File: src/rtl/gpio_in_port.sv
// GPIO input port: 2-flop pin sync, rising-edge status (clear-on-read), interrupt mask.
// Read data appears 1 cycle after rd_en with a 1-cycle rd_valid pulse; no backpressure, every strobe is accepted.
module gpio_in_port #(
    parameter int          WIDTH     = 32,
    parameter logic [31:0] ADDR_DATA = 32'hABD0,
    parameter logic [31:0] ADDR_EDGE = 32'hABD4,
    parameter logic [31:0] ADDR_MASK = 32'hABD8
) (
    input  logic             clk,
    input  logic             rst_n,
    input  logic [WIDTH-1:0] gpio_pins,
    input  logic [31:0]      address_gpio,
    input  logic             rd_en,
    input  logic             wr_en,
    input  logic [31:0]      wr_data,
    output logic [31:0]      dato_gpio,
    output logic             rd_valid,
    output logic             irq
);

    logic [WIDTH-1:0] sync1_q, sync2_q, sync3_q;
    logic [WIDTH-1:0] edge_q, edge_d;
    logic [WIDTH-1:0] mask_q, mask_d;
    logic [1:0]       arm_q, arm_d;
    logic [31:0]      dato_q, dato_d;
    logic             vld_q, vld_d;

    logic             armed;
    logic             rd_edge;
    logic [WIDTH-1:0] rise;
    logic [31:0]      rdata;

    always_comb begin
        // Synchronizer holds reset values for the first edges; suppress the false rise they would show.
        armed   = (arm_q == 2'd3);
        arm_d   = armed ? arm_q : arm_q + 2'd1;
        rise    = armed ? (sync2_q & ~sync3_q) : '0;
        rd_edge = rd_en && (address_gpio == ADDR_EDGE);
        // Set wins over clear: a rise landing on the clearing read stays pending.
        edge_d  = (edge_q & ~{WIDTH{rd_edge}}) | rise;
        mask_d  = (wr_en && (address_gpio == ADDR_MASK)) ? wr_data[WIDTH-1:0] : mask_q;

        rdata = '0;
        if (address_gpio == ADDR_DATA) begin
            rdata[WIDTH-1:0] = sync2_q;
        end else if (address_gpio == ADDR_EDGE) begin
            rdata[WIDTH-1:0] = edge_q;
        end else if (address_gpio == ADDR_MASK) begin
            rdata[WIDTH-1:0] = mask_q;
        end
        dato_d = rd_en ? rdata : dato_q;
        vld_d  = rd_en;
    end

    always_ff @(posedge clk or negedge rst_n) begin
        if (!rst_n) begin
            sync1_q <= '0;
            sync2_q <= '0;
            sync3_q <= '0;
            edge_q  <= '0;
            mask_q  <= '0;
            arm_q   <= '0;
            dato_q  <= '0;
            vld_q   <= 1'b0;
        end else begin
            sync1_q <= gpio_pins;
            sync2_q <= sync1_q;
            sync3_q <= sync2_q;
            edge_q  <= edge_d;
            mask_q  <= mask_d;
            arm_q   <= arm_d;
            dato_q  <= dato_d;
            vld_q   <= vld_d;
        end
    end

    assign dato_gpio = dato_q;
    assign rd_valid  = vld_q;
    assign irq       = |(edge_q & mask_q);

endmodule

File: config.mk
export PLATFORM = sky130hd
export DESIGN_NAME = gpio_in_port
export DESIGN_NICKNAME = d
export VERILOG_FILES = /design/src/rtl/gpio_in_port.sv
export SDC_FILE = /design/constraint.sdc
export NUM_CORES = 1
export LEC_CHECK = 0
export CORE_MARGIN = 2
export CORE_UTILIZATION = 30
export DETAILED_ROUTE_END_ITERATION = 10
export PLACE_DENSITY_LB_ADDON = 0.3
export SLEW_MARGIN = 30
export SYNTH_ARGS = -nofsm -noshare
export SYNTH_HDL_FRONTEND = slang
export SYNTH_SLANG_ARGS = --single-unit
File: constraint.sdc
create_clock -name clk -period 1.71 [get_ports clk]
set_input_delay 0.171 -clock clk [delete_from_list [all_inputs] [get_ports clk]]
set_output_delay 0.171 -clock clk [all_outputs]
set_load 0.1 [all_outputs]
==> key figures <==
Run status
  • Status: complete, but fails checks
  • Failing checks: setup timing

Worst setup path
  • CP max FO: 2
  • Crit start category: flop
  • Reg2Reg Setup Slack: 0.45 ns
  • Critical path capture point type: output port
  • Worst r2r src: arm_q[0]$_DFFE_PN0N_
  • Reg2reg end: arm_q[1]$_DFFE_PN0N_
  • WP data required: 1.54 ns
  • Worst Path Arrival: slightly below 2 ns
  • Setup Crit Path Kind: reg2out
  • FF-to-FF path depth: 3

Synth
  • Mapped Area: just over 0.007 mm²
  • Ys Warns: 0
  • Largest family of logic cells by synthesized area: compound AO/OA/AOI/OAI gates
  • Post-synthesis mux area share: 0.0965
  • Seq/Total Area, Yosys: 0.681
  • Synth Area in Compound Gates: 0.118
  • Simple-gate portion of the synthesized area: 0.0798
  • Post-synthesis xor/xnor area fraction: 0.00122
  • Synth Area in Adders: 0.00175
  • Mapped Nets: 624
  • Netlist cell types: 24
  • Mean Syn Cell Area: ~14 µm²
  • Mapped Cells: 523
  • Flops & latches, synth: 195

GRT
  • Vias in the first global route: 5492
  • Grt total ovfl: 0
  • Initial antenna violation count: 0
  • First-pass GRT wire length: 31200 µm
  • Pin count of the biggest net entering global routing: 66
  • Global Route Usage Sum: 0.169

Clock tree
  • CTS tree: built
  • CTS root buf: clkbuf_16
  • Worst skew pair latency: between 0.4 and 0.5 ns
  • Clock slew at reported path FFs: 0.07 ns
  • Clock Sinks: 195
  • Clock buffer depth: 2
  • CTS H-Tree Depth: 4
  • Total CTS buffers: 17

STA
  • Slew Limit Fails: 0
  • Setup TNS: -0.441 ns
  • Final setup fails: 1
  • Worst Clk Skew: 0.00776 ns
  • Relative slew slack: 0.533
  • Final Hold Viols: 0
  • RSZ-0062 raised after global routing: yes
  • Pin slew with the least headroom to its limit: approximately 0.70 ns
  • Final Critical Period: 2.15 ns
  • Crit share post-route: 1.26
  • Achievable frequency: 465 MHz
  • Setup ws final: -0.441 ns

Placed design
  • Port Buf Inserts: roughly 130
  • DP Area: 0.00952 mm²
  • Final HPWL from detailed placement: 12900 µm
  • Placer congestion estimate: just under 0.8

Detailed routing
  • Drt pass-1 iters: 4
  • Routed WL: 19900 µm
  • Drc violations: 0
  • Antenna-violating nets left: 0
  • Vias per cell: between 4 and 5
  • Wire per inst: 19.1 µm
  • Starting DRT DRC Count: ~220
  • Via total after detailed routing: 4922

Floorplanning
  • Die W: 159 µm
  • Core box area: ~0.023 mm²
  • Die area: 0.0251 mm²
  • Die H: 159 µm
  • # IOs: between 100 and 150
  • Rows: 56
  • Starting Density: 0.305

Flow run
  • Number of max-cap violations: 0

Finish
  • Register Area: 0.00488 mm²
  • Share of cells above drive strength 1: 0.327
  • Multi-input gate area in the final layout: 0.00237 mm²
  • Fin nets: 812
  • ANT cells: 0
  • Area grow syn2layout: 46.5%
  • # fillers: 2102
  • Post-Layout Inst Area: 0.0105 mm²

Power
  • Pwr dens: 875 mW/mm²
  • Overall power: 0.00918 W
  • Leak Pwr: 4.70 nW
  • Peak VDD IR: 0.667 mV

Min path
  • Hold depth: 1
  • Hold Path End: sync1_q[19]$_DFF_PN0_
  • HP Start: gpio_pins[19]
  • Hold Path Class: in2reg
==> repair_timing <==
action	in CTS	in global routing
endpoints found under the hold margin	48	0
setup buffers	7	1
hold buffers	1	0
cloned	6	0
setup endpoints to repair	65	49
pin swaps	14	14
gates resized for setup	78	29
==> critical path: stages (launching register included) <==
cell	delay, ns
dfrtp_1	0.39
a22oi_2	0.25
nand4_1	0.12
or4_4	0.59
buf_12	0.19
==> sequential cells by signal, summed over array words and instances (netlist names) <==
signal     flops
sync2_q       32
arm_q          2
mask_q        32
dato_gpio     32
sync3_q       32
sync1_q       32
rd_valid       1
edge_q        32
==> worst max path at each step <==
stage	start	to	slack (ns)	depth (start not counted)
5_1_grt	mask_q[30]$_DFFE_PN0P_	irq	-0.50	4
6_report	mask_q[16]$_DFFE_PN0P_	irq	-0.44	4
2_1_floorplan	address_gpio[2]	mask_q[10]$_DFFE_PN0P_	0.09	7
4_1_cts	edge_q[28]$_DFF_PN0_	irq	-0.46	4
3_3_place_gp	address_gpio[7]	mask_q[11]$_DFFE_PN0P_	-0.62	7
3_5_place_dp	address_gpio[7]	mask_q[31]$_DFFE_PN0P_	-0.66	7
==> placed cells by master, fill, tap and decap left out, types with 4 or more instances in the layout <==
cell and n:
a22oi_1 5, a22oi_2 11, a31o_2 32, buf_12 36
buf_16 4, buf_4 57, clkbuf_16 17, clkbuf_2 8
clkbuf_8 4, clkdlybuf4s15_1 5, clkdlybuf4s50_1 66, clkinv_4 4
dfrtp_1 195, dlygate4sd2_1 15, mux2_2 15, mux2_4 17
mux2i_1 32, nand2_1 64, nand4_1 6, nor2b_1 32
nor4_2 4, o21ai_0 32, o2bb2ai_1 20, o2bb2ai_2 10
==> cells in the mapped netlist <==
| cell | n | area [µm²] |
|---|---|---|
| mux2_1 | 1 | 11.3 |
| mux2i_1 | 32 | 320 |
| and4b_1 | 2 | 20.0 |
| o21ai_0 | 32 | 160 |
| ha_1 | 1 | 12.5 |
| xnor2_1 | 1 | 8.76 |
| o2bb2ai_1 | 30 | 263 |
| nand2_1 | 64 | 240 |
| a32o_1 | 2 | 20.0 |
| buf_2 | 7 | 35.0 |
| nor3_2 | 1 | 10.0 |
| nor4bb_1 | 1 | 10.0 |
| mux2_2 | 32 | 360 |
| or4_1 | 2 | 15.0 |
| nand4_1 | 6 | 37.5 |
| dfrtp_1 | 195 | 4880 |
| nor4_1 | 4 | 25.0 |
| nor2_1 | 2 | 7.51 |
| buf_6 | 3 | 33.8 |
| a22oi_1 | 16 | 120 |
| nor2b_1 | 33 | 206 |
| clkbuf_1 | 22 | 82.6 |
| a31o_2 | 32 | 280 |
| inv_1 | 2 | 7.51 |
==> report_power, final <==
part / switching [W] / internal [W] / total (W)
sequential: 0.0000603 / 0.00473 / 0.00479
clock: 0.00173 / 0.00214 / 0.00386
combinational: 0.000278 / 0.000255 / 0.000533
total: 0.00207 / 0.00712 / 0.00918
==> through the flow <==
stage	util	hold WS (ns)	setup WS, ns	instances
after floorplan	-	-0.125	0.0879	523
after global placement	0.405	0.170	-0.621	999
after detailed placement	0.405	0.177	-0.655	999
after CTS	0.446	0.156	-0.458	1043
after global routing	0.447	0.157	-0.504	1043
final	0.447	0.170	-0.441	1043
==> logic make-up after synthesis <==
kind of cell,Yosys count
XOR/XNOR,1
AO/OA/AOI/OAI,112
buffers and inverters,34
flip-flops,195
adder cells (fa/ha/maj),1
AND/OR/NAND/NOR,115
multiplexers,65
==> cell type report <==
type / count / area share
Tap cell: 319 / 0.0380
Timing Repair Buffer: 201 / 0.216
Multi-Input combinational cell: 294 / 0.226
Clock inverter: 10 / 0.00966
Inverter: 2 / 0.000715
Sequential cell: 195 / 0.465
Clock buffer: 22 / 0.0452
==> per-layer routing <==
metal / track usage / up-vias / wire [µm]
li1: - / 2231 / -
met1: 0.225 / 2541 / 8950
met2: 0.278 / 131 / 9840
met3: 0.0359 / 19 / 849
met4: 0.0493 / 0 / 283
met5: 0 / - / 0
No activity file was read; power rests on OpenSTA's default activity.
